$ cat src/rtl/mem_port_arbiter.sv
// ---------------------------------------------------------------------------
// mem_port_arbiter
//
// Shares the data port of the dual-port BRAM main memory between two
// requesters: requester 0 (CPU load/store unit) and requester 1
// (debug/program loader). Arbitration is round-robin over a valid/ready
// handshake. Only one transaction is in flight at a time, and the memory
// read latency is fixed at one cycle.
//
// Transaction timeline (accept in cycle T):
//   T   IDLE    reqN_ready pulses; the request is latched into mem_* registers
//   T+1 ACCESS  mem_* driven, mem_we = latched we; memory samples at the edge
//   T+2 RESP    reqN_rvalid pulses; rdata = mem_rdata (read) or 0 (write ack)
//
// Ports:
//   clk, rst_n                       clock, asynchronous active-low reset
//   reqN_valid / reqN_ready          request handshake (N = 0, 1)
//   reqN_addr/wdata/be/we            request fields, sampled only at accept
//   reqN_rvalid / reqN_rdata         one-cycle response strobe and data;
//                                    rdata holds its last value otherwise
//   mem_addr/wdata/be/we             to the memory data port
//   mem_rdata                        from memory, one cycle after the address
//
// Optional build macro MEM_ARB_STATS_EN adds:
//   stat_clr                         synchronous clear of all counters
//   stat_grant0, stat_grant1         accepted transactions per requester
//   stat_conflict                    IDLE cycles with both valids and a grant
// ---------------------------------------------------------------------------
module mem_port_arbiter #(
  parameter int MEM_SIZE  = 8192,
  parameter int MEM_WIDTH = 32,
  localparam int AW = $clog2(MEM_SIZE),
  localparam int BW = MEM_WIDTH / 8
) (
  input  logic                 clk,
  input  logic                 rst_n,

  input  logic                 req0_valid,
  output logic                 req0_ready,
  input  logic [AW-1:0]        req0_addr,
  input  logic [MEM_WIDTH-1:0] req0_wdata,
  input  logic [BW-1:0]        req0_be,
  input  logic                 req0_we,
  output logic                 req0_rvalid,
  output logic [MEM_WIDTH-1:0] req0_rdata,

  input  logic                 req1_valid,
  output logic                 req1_ready,
  input  logic [AW-1:0]        req1_addr,
  input  logic [MEM_WIDTH-1:0] req1_wdata,
  input  logic [BW-1:0]        req1_be,
  input  logic                 req1_we,
  output logic                 req1_rvalid,
  output logic [MEM_WIDTH-1:0] req1_rdata,

  output logic [AW-1:0]        mem_addr,
  output logic [MEM_WIDTH-1:0] mem_wdata,
  output logic [BW-1:0]        mem_be,
  output logic                 mem_we,
  input  logic [MEM_WIDTH-1:0] mem_rdata
`ifdef MEM_ARB_STATS_EN
  ,
  input  logic                 stat_clr,
  output logic [31:0]          stat_grant0,
  output logic [31:0]          stat_grant1,
  output logic [31:0]          stat_conflict
`endif
);

  typedef enum logic [1:0] {
    IDLE   = 2'd0,
    ACCESS = 2'd1,
    RESP   = 2'd2
  } state_t;

  state_t               state_q, state_d;
  logic                 rr_pref_q, rr_pref_d;
  logic                 gnt_q, gnt_d;
  logic                 we_q, we_d;
  logic [AW-1:0]        mem_addr_q, mem_addr_d;
  logic [MEM_WIDTH-1:0] mem_wdata_q, mem_wdata_d;
  logic [BW-1:0]        mem_be_q, mem_be_d;
  logic [MEM_WIDTH-1:0] rdata0_q, rdata0_d;
  logic [MEM_WIDTH-1:0] rdata1_q, rdata1_d;

  // Arbitration decision for the current IDLE cycle.
  logic                 grant_v;
  logic                 grant_id;
  logic [MEM_WIDTH-1:0] resp_data;

  // -------------------------------------------------------------------------
  // Next-state, arbitration and latching
  // -------------------------------------------------------------------------
  always_comb begin
    state_d     = state_q;
    rr_pref_d   = rr_pref_q;
    gnt_d       = gnt_q;
    we_d        = we_q;
    mem_addr_d  = mem_addr_q;
    mem_wdata_d = mem_wdata_q;
    mem_be_d    = mem_be_q;
    grant_v     = 1'b0;
    grant_id    = 1'b0;

    unique case (state_q)
      IDLE: begin
        // Requester 0 wins when alone or when it holds the preference.
        if (req0_valid && (!req1_valid || !rr_pref_q)) begin
          grant_v  = 1'b1;
          grant_id = 1'b0;
        end else if (req1_valid) begin
          grant_v  = 1'b1;
          grant_id = 1'b1;
        end

        if (grant_v) begin
          gnt_d       = grant_id;
          we_d        = grant_id ? req1_we    : req0_we;
          mem_addr_d  = grant_id ? req1_addr  : req0_addr;
          mem_wdata_d = grant_id ? req1_wdata : req0_wdata;
          mem_be_d    = grant_id ? req1_be    : req0_be;
          state_d     = ACCESS;
        end
      end
      ACCESS: begin
        rr_pref_d = ~gnt_q;
        state_d   = RESP;
      end
      RESP: begin
        state_d = IDLE;
      end
      default: begin
        state_d = IDLE;
      end
    endcase
  end

  // -------------------------------------------------------------------------
  // Outputs
  // -------------------------------------------------------------------------
  // Ready is masked by reset because the state register sits in IDLE while
  // reset is held, which would otherwise let a grant show combinationally.
  assign req0_ready = rst_n & grant_v & ~grant_id;
  assign req1_ready = rst_n & grant_v &  grant_id;

  assign mem_addr  = mem_addr_q;
  assign mem_wdata = mem_wdata_q;
  assign mem_be    = mem_be_q;
  assign mem_we    = (state_q == ACCESS) & we_q;

  assign req0_rvalid = (state_q == RESP) & ~gnt_q;
  assign req1_rvalid = (state_q == RESP) &  gnt_q;

  // Writes are acknowledged with zero data.
  assign resp_data = we_q ? '0 : mem_rdata;

  // The response is forwarded combinationally in RESP and captured so that
  // rdata holds its last value afterwards.
  assign req0_rdata = req0_rvalid ? resp_data : rdata0_q;
  assign req1_rdata = req1_rvalid ? resp_data : rdata1_q;

  always_comb begin
    rdata0_d = req0_rdata;
    rdata1_d = req1_rdata;
  end

  // -------------------------------------------------------------------------
  // Registers
  // -------------------------------------------------------------------------
  always_ff @(posedge clk or negedge rst_n) begin
    if (!rst_n) begin
      state_q     <= IDLE;
      rr_pref_q   <= 1'b0;
      gnt_q       <= 1'b0;
      we_q        <= 1'b0;
      mem_addr_q  <= '0;
      mem_wdata_q <= '0;
      mem_be_q    <= '0;
      rdata0_q    <= '0;
      rdata1_q    <= '0;
    end else begin
      state_q     <= state_d;
      rr_pref_q   <= rr_pref_d;
      gnt_q       <= gnt_d;
      we_q        <= we_d;
      mem_addr_q  <= mem_addr_d;
      mem_wdata_q <= mem_wdata_d;
      mem_be_q    <= mem_be_d;
      rdata0_q    <= rdata0_d;
      rdata1_q    <= rdata1_d;
    end
  end

`ifdef MEM_ARB_STATS_EN
  // -------------------------------------------------------------------------
  // Statistics counters (wrap at 2^32; clear wins over increment)
  // -------------------------------------------------------------------------
  logic [31:0] grant0_cnt_q, grant0_cnt_d;
  logic [31:0] grant1_cnt_q, grant1_cnt_d;
  logic [31:0] conflict_cnt_q, conflict_cnt_d;
  logic        inc_grant0, inc_grant1, inc_conflict;

  always_comb begin
    inc_grant0   = rst_n & grant_v & ~grant_id;
    inc_grant1   = rst_n & grant_v &  grant_id;
    inc_conflict = rst_n & grant_v & req0_valid & req1_valid;

    grant0_cnt_d   = grant0_cnt_q   + {31'd0, inc_grant0};
    grant1_cnt_d   = grant1_cnt_q   + {31'd0, inc_grant1};
    conflict_cnt_d = conflict_cnt_q + {31'd0, inc_conflict};

    if (stat_clr) begin
      grant0_cnt_d   = '0;
      grant1_cnt_d   = '0;
      conflict_cnt_d = '0;
    end
  end

  always_ff @(posedge clk or negedge rst_n) begin
    if (!rst_n) begin
      grant0_cnt_q   <= '0;
      grant1_cnt_q   <= '0;
      conflict_cnt_q <= '0;
    end else begin
      grant0_cnt_q   <= grant0_cnt_d;
      grant1_cnt_q   <= grant1_cnt_d;
      conflict_cnt_q <= conflict_cnt_d;
    end
  end

  assign stat_grant0   = grant0_cnt_q;
  assign stat_grant1   = grant1_cnt_q;
  assign stat_conflict = conflict_cnt_q;
`endif

endmodule

$ cat config.mk
export PLATFORM = sky130hd
export DESIGN_NAME = mem_port_arbiter
export DESIGN_NICKNAME = d
export VERILOG_FILES = /design/src/rtl/mem_port_arbiter.sv
export SDC_FILE = /design/constraint.sdc
export NUM_CORES = 1
export LEC_CHECK = 0
export ABC_CLOCK_PERIOD_IN_PS = 3650
export CAP_MARGIN = 0
export CORE_MARGIN = 3
export CORE_UTILIZATION = 28
export DETAILED_ROUTE_END_ITERATION = 10
export DONT_BUFFER_PORTS = 1
export PLACE_DENSITY = 0.5
export REMOVE_ABC_BUFFERS = 1
export SLEW_MARGIN = 10
export SYNTH_ARGS = -nofsm -noshare
export SYNTH_HDL_FRONTEND = slang
export SYNTH_SLANG_ARGS = --single-unit
$ cat constraint.sdc
create_clock -name clk -period 3.65 [get_ports clk]
set_input_delay 0.5475 -clock clk [delete_from_list [all_inputs] [get_ports clk]]
set_output_delay 0.5475 -clock clk [all_outputs]
set_load 0.03 [all_outputs]
* Word-level counts from Yosys, hierarchy flattened
Index checks and enable logic that the tools add are counted.
Cells by class: equal/unequal tests 3, mux-type cells 16, bitwise logic cells 8, reductions and logical operators 6
Operators with widths (count):
- $mux W32 | 4
- $mux W13 | 1
- $mux W1 | 8
- $and A1 B1 Y1 | 6
- $mux W4 | 1
- $pmux W2 S2 | 1
- $eq A2 B1 Y1 const B | 1
- $eq A2 B2 Y1 const B | 1
- $logic_not A1 Y1 | 2
- $logic_not A2 Y1 | 1
- $mux W2 | 1
- $ne A2 B2 Y1 const B | 1
- $not A1 Y1 | 2
- $reduce_and A2 Y1 | 1
- $logic_and A1 B1 Y1 | 1
- $logic_or A1 B1 Y1 | 1
Storage, ports and cells: flip-flop bits (word level) 118, output and inout port bits 118, word-level logic and storage cells 42

* Longest topological paths before layout
Gate-level depths: netlist of the first run.
depth in word-level cells 8, gate-level depth with buffers 7

* Least setup slack after synthesis of the first run
OpenSTA, ideal clock, no wires.
path kind reg-to-output, start point register gnt_q, end point output port req0_rdata[31], arrival 1.671 ns, required time 3.102 ns, path slack 1.431 ns, stages on the path, launching flop included 4, path through dfrtp_1 > or3b_1 > buf_6 > o21ai_0
On the way: word-level cells in the longest chain between the ends 3
RTL lines:
- start, declared | line 78 | logic gnt_q, gnt_d;
- start signal, assigned | line 184 | gnt_q <= gnt_d;
- $not A1 Y1 | line 151 | assign req0_rvalid = (state_q == RESP) & ~gnt_q;
- $and A1 B1 Y1 | line 151
- $mux W32 | line 159 | assign req0_rdata = req0_rvalid ? resp_data : rdata0_q;
- end, declared | line 45 | output logic [MEM_WIDTH-1:0] req0_rdata,
Every way passes these cells.

* Final worst setup path of the first run
start point register gnt_q, end point output port req0_rdata[17]
Same word-level chain as after synthesis.

==> results.ini, run 1 <==
[clocking]
cts_max_level=4
clkTransAtPathRegs_ns=0.05
cts.path.max_buffers=2
cts_root_buffer=clkbuf_16
clk_latency_ns=0.41
tritoncts=done
clock-sinks=118
cts.repair.resized=0
numCtsBuffers=17

[logic_synthesis]
netlist.area_leader.share_pct=56.02
synth.avg_cell_area_sq_um=9.549
synth_warnings=0
synth.top_cells.by_area=dfrtp_1, o21ai_0, a31oi_1
ys_types=27
synth_area_leader_cell=dfrtp_1
ys_seq_elements=118
syn_area_sq_um=5271
ys_seq_area_share_pct=56.02
syn-instance-count=552

[worst_hold_path]
worstHoldPathType=input port to async pin

[die]
initial_core_util_pct=28.95
num_rows=49
dieArea_sq_um=20510
die_x_um=143.2
die_h_um=143.2
ios=254
core_sq_um=18210

[timing]
rsz0062_at_grt=false
period_needed_ns=3.078
fin_ws_ns=0.5721
period_share_pct=84.33
hold_violations=0
finClkSkew_ns=0.006757
setup_tns_ns=0
setup_violations=0
slew_violations=0
slew_headroom_pct=21.10
tightest_slew_ns=1.171
fmax_mhz=324.9

[outcome]
outcome=completed

[placed_design]
place_ws_ns=0.9513
post-dp-hpwl_um=10410
gp_congestion=0.8013
port_buffers=0

[power_and_ir_drop]
powerDensity_nw_per_um2=1155
p_leak_nw=2.471
power_frac_clock_pct=24.3
p_int_mw=3.559
pwr-share-comb_pct=34.8
power_frac_seq_pct=40.9
p_sw_share_pct=48.40
ir_drop_mv=0.3869
p_switching_mw=3.338

[critical_path]
crit_path_end_kind=output pin
critPathRequiredTime_ns=3.10
r2r-end=rdata0_q[31]$_DFF_PN0_
critPathLaunchType=flip-flop
ff2ff_setup_slack_ns=1.33
critPathArrivalTime_ns=2.53
crit_path_end=req0_rdata[17]
crit_start=gnt_q$_DFFE_PN0P_
r2r_cells=2
crit_fanout=31
r2r-start=gnt_q$_DFFE_PN0P_
path_class=flip-flop to output pin

[layout]
layout_common_cells=dfrtp_1, o21ai_0, nand2_1
drive_above_1_share_pct=11.44
nNetsFinal=667
layout_commonest_cell=dfrtp_1
syn2layout_area_growth_pct=13.24
num_antenna_cells=0
post-route-util_pct=32.78

[routing]
wirelength_um=15810
antenna_left=0
vias=4138
drtIter0Drc=218
vias_per_cell=5.367
wl_per_cell_um=20.51
drtPass1Iterations=4
route.detailed.drc=0

[flow_run]
cap_violations=0

[global_routing]
first_global_vias=4106
grt_max_degree=119
grt_use_total_pct=15.03
grt-ovfl-total=0
antenna_found_initial=1
grt_pass1_wl_um=23870

flip-flops by register name (all words and copies together) (netlist names):
| signal | cells |
|---|---|
| mem_wdata | 32 |
| mem_addr | 13 |
| state_q | 2 |
| gnt_q | 1 |
| rdata1_q | 32 |
| we_q | 1 |
| mem_be | 4 |
| rr_pref_q | 1 |
| rdata0_q | 32 |
synth_stat cells:
cell / count
nand3b_1: 1
o21ai_1: 18
and2b_1: 2
and3_1: 1
dfrtp_1: 118
nor2_1: 1
nand2b_1: 33
o21ai_2: 13
clkbuf_2: 2
clkbuf_1: 27
mux2i_1: 1
inv_4: 1
o2111a_1: 1
o21ai_0: 83
a21oi_1: 50
nand2_4: 1
buf_2: 14
nand3_1: 50
or3b_1: 1
inv_1: 4
and2_1: 1
nor2_2: 1
or2_1: 1
a31oi_1: 50
buf_6: 12
a22o_1: 1
nand2_1: 64
area by class of cell:
type / count / area, sq um
inverter: 5 / 21.27
clock inverter: 9 / 127.6
clock buffer: 21 / 460.4
tap: 229 / 286.5
timing repair buffer: 15 / 132.6
multi-input combinational: 374 / 1988
fill: 1882 / 12240
sequential: 118 / 2953
logic make-up (layout without fill, tap and decap cells):
family                 Yosys count  count (layout)  synth area share, %
AOI/OAI and AO/OA              216             216                22.81
buffers and inverters           60              50                6.409
DFF                            118             118                56.02
muxes                            1               1               0.1899
and+or+nand+nor                157             157                14.57
timing repair:
item	CTS	global route
hold buffers	1	0
hold endpoints to repair	118	0
buffers inserted	0	0
endpoints found under the setup margin	0	0
power groups by stage:
stage | Sequential [mW] | Clock [mW] | Combinational, mW
2_1_floorplan | 2.69 | 0 | 1.90
6_report | 2.82 | 1.68 | 2.40
3_5_place_dp | 2.84 | 0 | 2.41
5_1_grt | 2.89 | 1.78 | 2.64
3_3_place_gp | 2.84 | 0 | 2.34
4_1_cts | 2.83 | 1.73 | 2.43
critical path, stage by stage (launching register included):
cell and delay (ns):
dfrtp_1 0.40, or3b_2 0.78, buf_4 0.35, o21ai_1 0.56
how the worst min path moves through the flow:
stage               startpoint                      to  slack, ns
finish                   rst_n  rdata0_q[13]$_DFF_PN0_       0.10
global route             rst_n  rdata0_q[13]$_DFF_PN0_       0.13
CTS                      rst_n  rdata0_q[13]$_DFF_PN0_       0.12
detailed placement       rst_n  rdata0_q[13]$_DFF_PN0_       0.25
global placement         rst_n  rdata1_q[22]$_DFF_PN0_       0.25
floorplan                rst_n       gnt_q$_DFFE_PN0P_       0.25
per-stage QoR:
stage / total power [mW] / hold WS, ns / instances / cell area (sq um)
CTS: 6.995 / 0.1205 / 771 / 5969
global placement: 5.177 / 0.2549 / 740 / 5354
finish: 6.897 / 0.1011 / 771 / 5969
floorplan: 4.589 / 0.2519 / 497 / 4955
detailed placement: 5.250 / 0.2549 / 740 / 5354
global route: 7.322 / 0.1271 / 771 / 5969
metal layers:
layer | GRT usage [%] | wire (um) | vias to the layer above
li1 | - | - | 1910
met1 | 18.08 | 6308 | 1994
met2 | 24.06 | 7419 | 221
met3 | 7.368 | 1891 | 11
met4 | 4.163 | 178 | 2
met5 | 0 | 13 | -
No activity file was read; power rests on OpenSTA's default activity.
==> inputs of run 2 (changes only) <==
Settings changed: ABC_CLOCK_PERIOD_IN_PS 3650 to 2700, PLACE_DENSITY 0.5 to 0.52.
Clock period 3.65 ns to 2.7 ns, I/O delays scaled along.
==> results.ini, run 2 (synthesis results as in run 1) <==
[global_routing]
grt_max_degree=121
grt-ovfl-total=0
antenna_found_initial=2
grt_pass1_wl_um=23210
first_global_vias=4129
grt_use_total_pct=14.42

[critical_path]
crit_fanout=53
critPathRequiredTime_ns=2.30
cpLargestDelayFamily=compound AO/OA/AOI/OAI gates
path_class=flip-flop to output pin
critPathArrivalTime_ns=2.19
path_buf_inv=1
path_cells=or3b_2, buf_12, o21ai_1
critPathLaunchType=flip-flop
cpMaxStageDelayCell=o21ai_1
slowest_delay_ns=0.61
crit_path_end_kind=output pin

[placed_design]
place_ws_ns=0.2921
port_buffers=0
gp_congestion=0.7857
post-dp-hpwl_um=10220
post_dp_cell_area_sq_um=5439
place_inst=748

[power_and_ir_drop]
pwr-share-comb_pct=35.7
p_leak_nw=2.503
powerDensity_nw_per_um2=1557
power_frac_seq_pct=40.5
p_sw_share_pct=48.11
power_frac_clock_pct=23.8
ir_drop_mv=0.4577
total_power_mw=9.392
p_int_mw=4.874
p_switching_mw=4.519

[die]
die_h_um=143.2
ios=254
die_x_um=143.2
initial_core_util_pct=28.95
num_rows=49
dieArea_sq_um=20510
core_sq_um=18210

[routing]
drtIter0Drc=171
vias_per_cell=5.306
wl_per_cell_um=19.57
wirelength_um=15270
antenna_left=0
vias=4139
route.detailed.drc=0
drtPass1Iterations=4

[layout]
final_cells=780
nNetsFinal=674
fill_cells=1880
drive_above_1_share_pct=13.27
layout_commonest_cell=dfrtp_1
layout_common_cells=dfrtp_1, nand2_1, o21ai_0
post-route-util_pct=33.13
design_area_sq_um=6033
syn2layout_area_growth_pct=14.46

[timing]
slew_violations=0
rsz0062_at_grt=false
slew_headroom_pct=32.68
setup_tns_ns=0
period_share_pct=95.94
fin_ws_ns=0.1097
hold_violations=118
period_needed_ns=2.590
finClkSkew_ns=0.007436
holdWs_ns=-0.3072
setup_violations=0
fmax_mhz=386.1
tightest_slew_ns=1.010

[clocking]
clock-sinks=118
cts_setup_buffers=0
cts_max_level=4
cts.path.max_buffers=2
clkTransAtPathRegs_ns=0.05
numCtsBuffers=17
tritoncts=done
cts_root_buffer=clkbuf_16
clk_latency_ns=0.41

[outcome]
outcome=finished, violations left
failed_checks=negative hold slack

[worst_hold_path]
worstHoldPathType=input port to async pin

[flow_run]
cap_violations=0

-- run 2: cell types whose count changed in the layout (fill, tap and decap cells not counted) --
cell,before,now
clkbuf_8,2,4
clkinv_2,4,5
o21ai_0,83,58
clkinv_4,2,0
buf_16,1,0
clkinvlp_4,0,2
o21ai_1,18,41
bufinv_16,3,2
clkbuf_1,2,1
o21ai_2,13,15
buf_4,14,20
buf_12,0,2
diode_2,0,1
-- run 2: routing by layer --
| layer | global-route usage (%) | vias to the layer above | routed length (um) |
|---|---|---|---|
| met2 | 22.65 | 245 | 7058 |
| met3 | 7.133 | 14 | 1861 |
| li1 | - | 1927 | - |
| met4 | 4.757 | 2 | 165 |
| met1 | 17.34 | 1951 | 6163 |
| met5 | 0 | - | 17 |
-- run 2: cell type report --
cell class	instances	area, sq um	share of cell area (%)
Sequential cell	118	2953	48.94
Clock inverter	9	100.1	1.659
Antenna cell	1	2.502	0.04148
Inverter	5	21.27	0.3526
Multi-Input combinational cell	374	1996	33.08
Clock buffer	22	484.2	8.026
Tap cell	229	286.5	4.749
Timing Repair Buffer	22	190.2	3.152
-- run 2: worst paths after layout --
check,slack (ns),start,to,depth (start not counted)
worst max-delay path,0.11,gnt_q$_DFFE_PN0P_,req0_rdata[29],3
worst min-delay path,-0.31,rst_n,rdata1_q[2]$_DFF_PN0_,0
worst max register to register,0.74,gnt_q$_DFFE_PN0P_,rdata0_q[29]$_DFF_PN0_,3
worst min register to register,0.50,rdata1_q[16]$_DFF_PN0_,rdata1_q[16]$_DFF_PN0_,2
max in group asynchronous,2.86,rst_n,mem_addr[10]$_DFFE_PN0P_,0
min in group clk,0.16,req1_valid,mem_wdata[24]$_DFFE_PN0P_,2
-- run 2: power groups by stage --
stage	Combinational, mW	Sequential, mW	Clock, mW
floorplan	2.56	3.64	0
global placement	3.26	3.83	0
detailed placement	3.35	3.84	0
CTS	3.35	3.82	2.30
global route	3.65	3.92	2.37
finish	3.35	3.81	2.24
-- run 2: what timing repair did --
item,in CTS,in global routing
endpoints found under the hold margin,118,118
setup endpoints to repair,14,13
resized for setup,14,13
gates cloned,0,0
==> RTL edit: new RTL, config.mk and constraints of run 2 <==
`mem_addr_q`, `mem_wdata_q`, `mem_be_q`, `rdata0_q` and `rdata1_q` no longer have a reset.
--- a/src/rtl/mem_port_arbiter.sv
+++ b/src/rtl/mem_port_arbiter.sv
@@ -173,22 +173,20 @@
       rr_pref_q   <= 1'b0;
       gnt_q       <= 1'b0;
       we_q        <= 1'b0;
-      mem_addr_q  <= '0;
-      mem_wdata_q <= '0;
-      mem_be_q    <= '0;
-      rdata0_q    <= '0;
-      rdata1_q    <= '0;
     end else begin
       state_q     <= state_d;
       rr_pref_q   <= rr_pref_d;
       gnt_q       <= gnt_d;
       we_q        <= we_d;
-      mem_addr_q  <= mem_addr_d;
-      mem_wdata_q <= mem_wdata_d;
-      mem_be_q    <= mem_be_d;
-      rdata0_q    <= rdata0_d;
-      rdata1_q    <= rdata1_d;
     end
+  end
+
+  always_ff @(posedge clk) begin
+    mem_addr_q  <= mem_addr_d;
+    mem_wdata_q <= mem_wdata_d;
+    mem_be_q    <= mem_be_d;
+    rdata0_q    <= rdata0_d;
+    rdata1_q    <= rdata1_d;
   end
 
 `ifdef MEM_ARB_STATS_EN
Function: changed (Yosys sat finds a counterexample within 4 cycles, from zero or initial values and one cycle with rst_n low).
==> RTL edit against run 2 <==
Synthesized area fell by 14%; via count fell by 33%; cell area fell by 9.1%; global-route usage fell by 2.3 points; sequential cell count did not move; setup slack improved by 0.11 ns; routed wire length fell by 29%; power fell by 7.5%.
==> RTL edit: results (changes against run 2) <==
[status]
status = finished, final reports clean

[placement]
place_inst = 580  ; -22%
place.gp.congestion = 0.694  ; -12%
post-place-ws_ns = 0.363  ; +0.0706 ns

[setup_path]
crit_family = flip-flops
arrival_ns = 2.08  ; -0.11 ns
critPathMaxStageDelay_ns = 0.72  ; +0.11 ns
slowest_stage = dfrtp_1
rr_startpoint = we_q
r2r_cells = 2  ; -1
reg2reg_slack_ns = 0.86  ; +0.12 ns
crit_path_max_fanout = 34  ; -36%

[timing]
max-slew-margin-rel = 0.390  ; +0.0631
min_period_ns = 2.48  ; -0.108 ns
skew_ns = 0.0104  ; +0.00295 ns
hold_slack_ns = 0.205  ; +0.512 ns
hold_viol_final = 0  ; -100%

[layout]
drive_gt1_frac = 0.306  ; +0.173
nets = 520  ; -23%
diodes = 0  ; -1

[synth]
syn_area_per_cell_um2 = 12.3  ; +28%
synth_common_cells = 64 x dfxtp_1, 64 x nand2_1, 49 x edfxtp_1, 49 x mux2_2, 35 x o21ai_0
async_reset_ff_frac = 0.0424  ; -0.958
synth_flop_cell = dfxtp_1
synth_edf_count = 49  ; +49
synth_area_leaders = edfxtp_1 32%, dfxtp_1 28%, mux2_2 12%

[power]
p_int_mw = 5.00  ; +2.6%
p_leak_nw = 2.03  ; -19%

[global_route]
grtUsageTotal = 0.121  ; -0.0232
grt_first_pass_wirelength_um = 16100  ; -30%

[hold_path]
hp-class = in2reg

[routing]
wl_per_cell_um = 17.8  ; -9.0%
drtPass1Iterations = 4  ; unchanged
avgViaCountPerCell = 4.53  ; -15%
finalWirelength_um = 10900  ; -29%

RTL edit: cell count changes in the layout (fill, tap and decap cells not counted), sizes merged, moves of 2 or more:
| cell | change |
|---|---|
| a31oi | -50 |
| buf | -7 |
| clkinvlp | -2 |
| o21ai | -48 |
| clkbuf | +2 |
| a21oi | -50 |
| dfrtp | -113 |
| dfxtp | +64 |
| nand3 | -50 |
| mux2 | +49 |
| edfxtp | +49 |
RTL edit: timing repair:
item                                   in CTS  in global routing
setup endpoints to repair                  28                 22
hold buffers                                1                  0
setup buffers                               0                  0
endpoints found under the hold margin       5                  0
gates resized for setup                    28                  6
RTL edit: cell families (layout without fill, tap and decap cells):
family,after synthesis,count (layout),synth area share
mux,50,50,0.123
compound gates,69,69,0.0966
flops,118,118,0.631
buf+inv,27,51,0.0368
simple gates,108,108,0.112
RTL edit: cell type report:
cell class / instances / area [µm²]
fill: 1612 / 10400
inverter: 4 / 15.0
sequential: 118 / 2880
clock inverter: 7 / 86.3
timing repair buffer: 16 / 160
clock buffer: 24 / 534
tap: 216 / 270
multi-input combinational: 227 / 1540
RTL edit: layer usage:
metal / up-vias / part of all wire / GRT usage
li1: 1317 / - / -
met1: 1251 / 0.39 / 0.132
met2: 193 / 0.47 / 0.189
met3: 10 / 0.13 / 0.0721
met4: 0 / 0.016 / 0.0549
met5: - / 0 / 0
RTL edit: worst max path at each step:
stage	startpoint	endpoint	slack, ns	depth (start not counted)
after floorplan	state_q[0]	req0_ready	-1.12	3
after global placement	we_q	req1_rdata[27]	0.40	2
after detailed placement	we_q	req1_rdata[27]	0.36	2
after CTS	we_q	req1_rdata[1]	0.0001	2
after global routing	we_q	req1_rdata[16]	0.03	2
final	we_q	req1_rdata[16]	0.22	2
RTL edit: through the flow:
step                      instance area [µm²]  TNS (ns)
after floorplan                          4410    -39.83
after global placement                   4830         0
after detailed placement                 4830         0
after CTS                                5470         0
after global routing                     5480         0
final                                    5480         0
RTL edit: power by group through the flow:
stage	clock network (mW)	logic, mW	registers (mW)
after global routing	2.47	3.07	3.61
after detailed placement	0	2.82	3.58
after global placement	0	2.78	3.55
after floorplan	0	2.27	3.47
after CTS	2.39	2.85	3.54
final	2.32	2.84	3.53
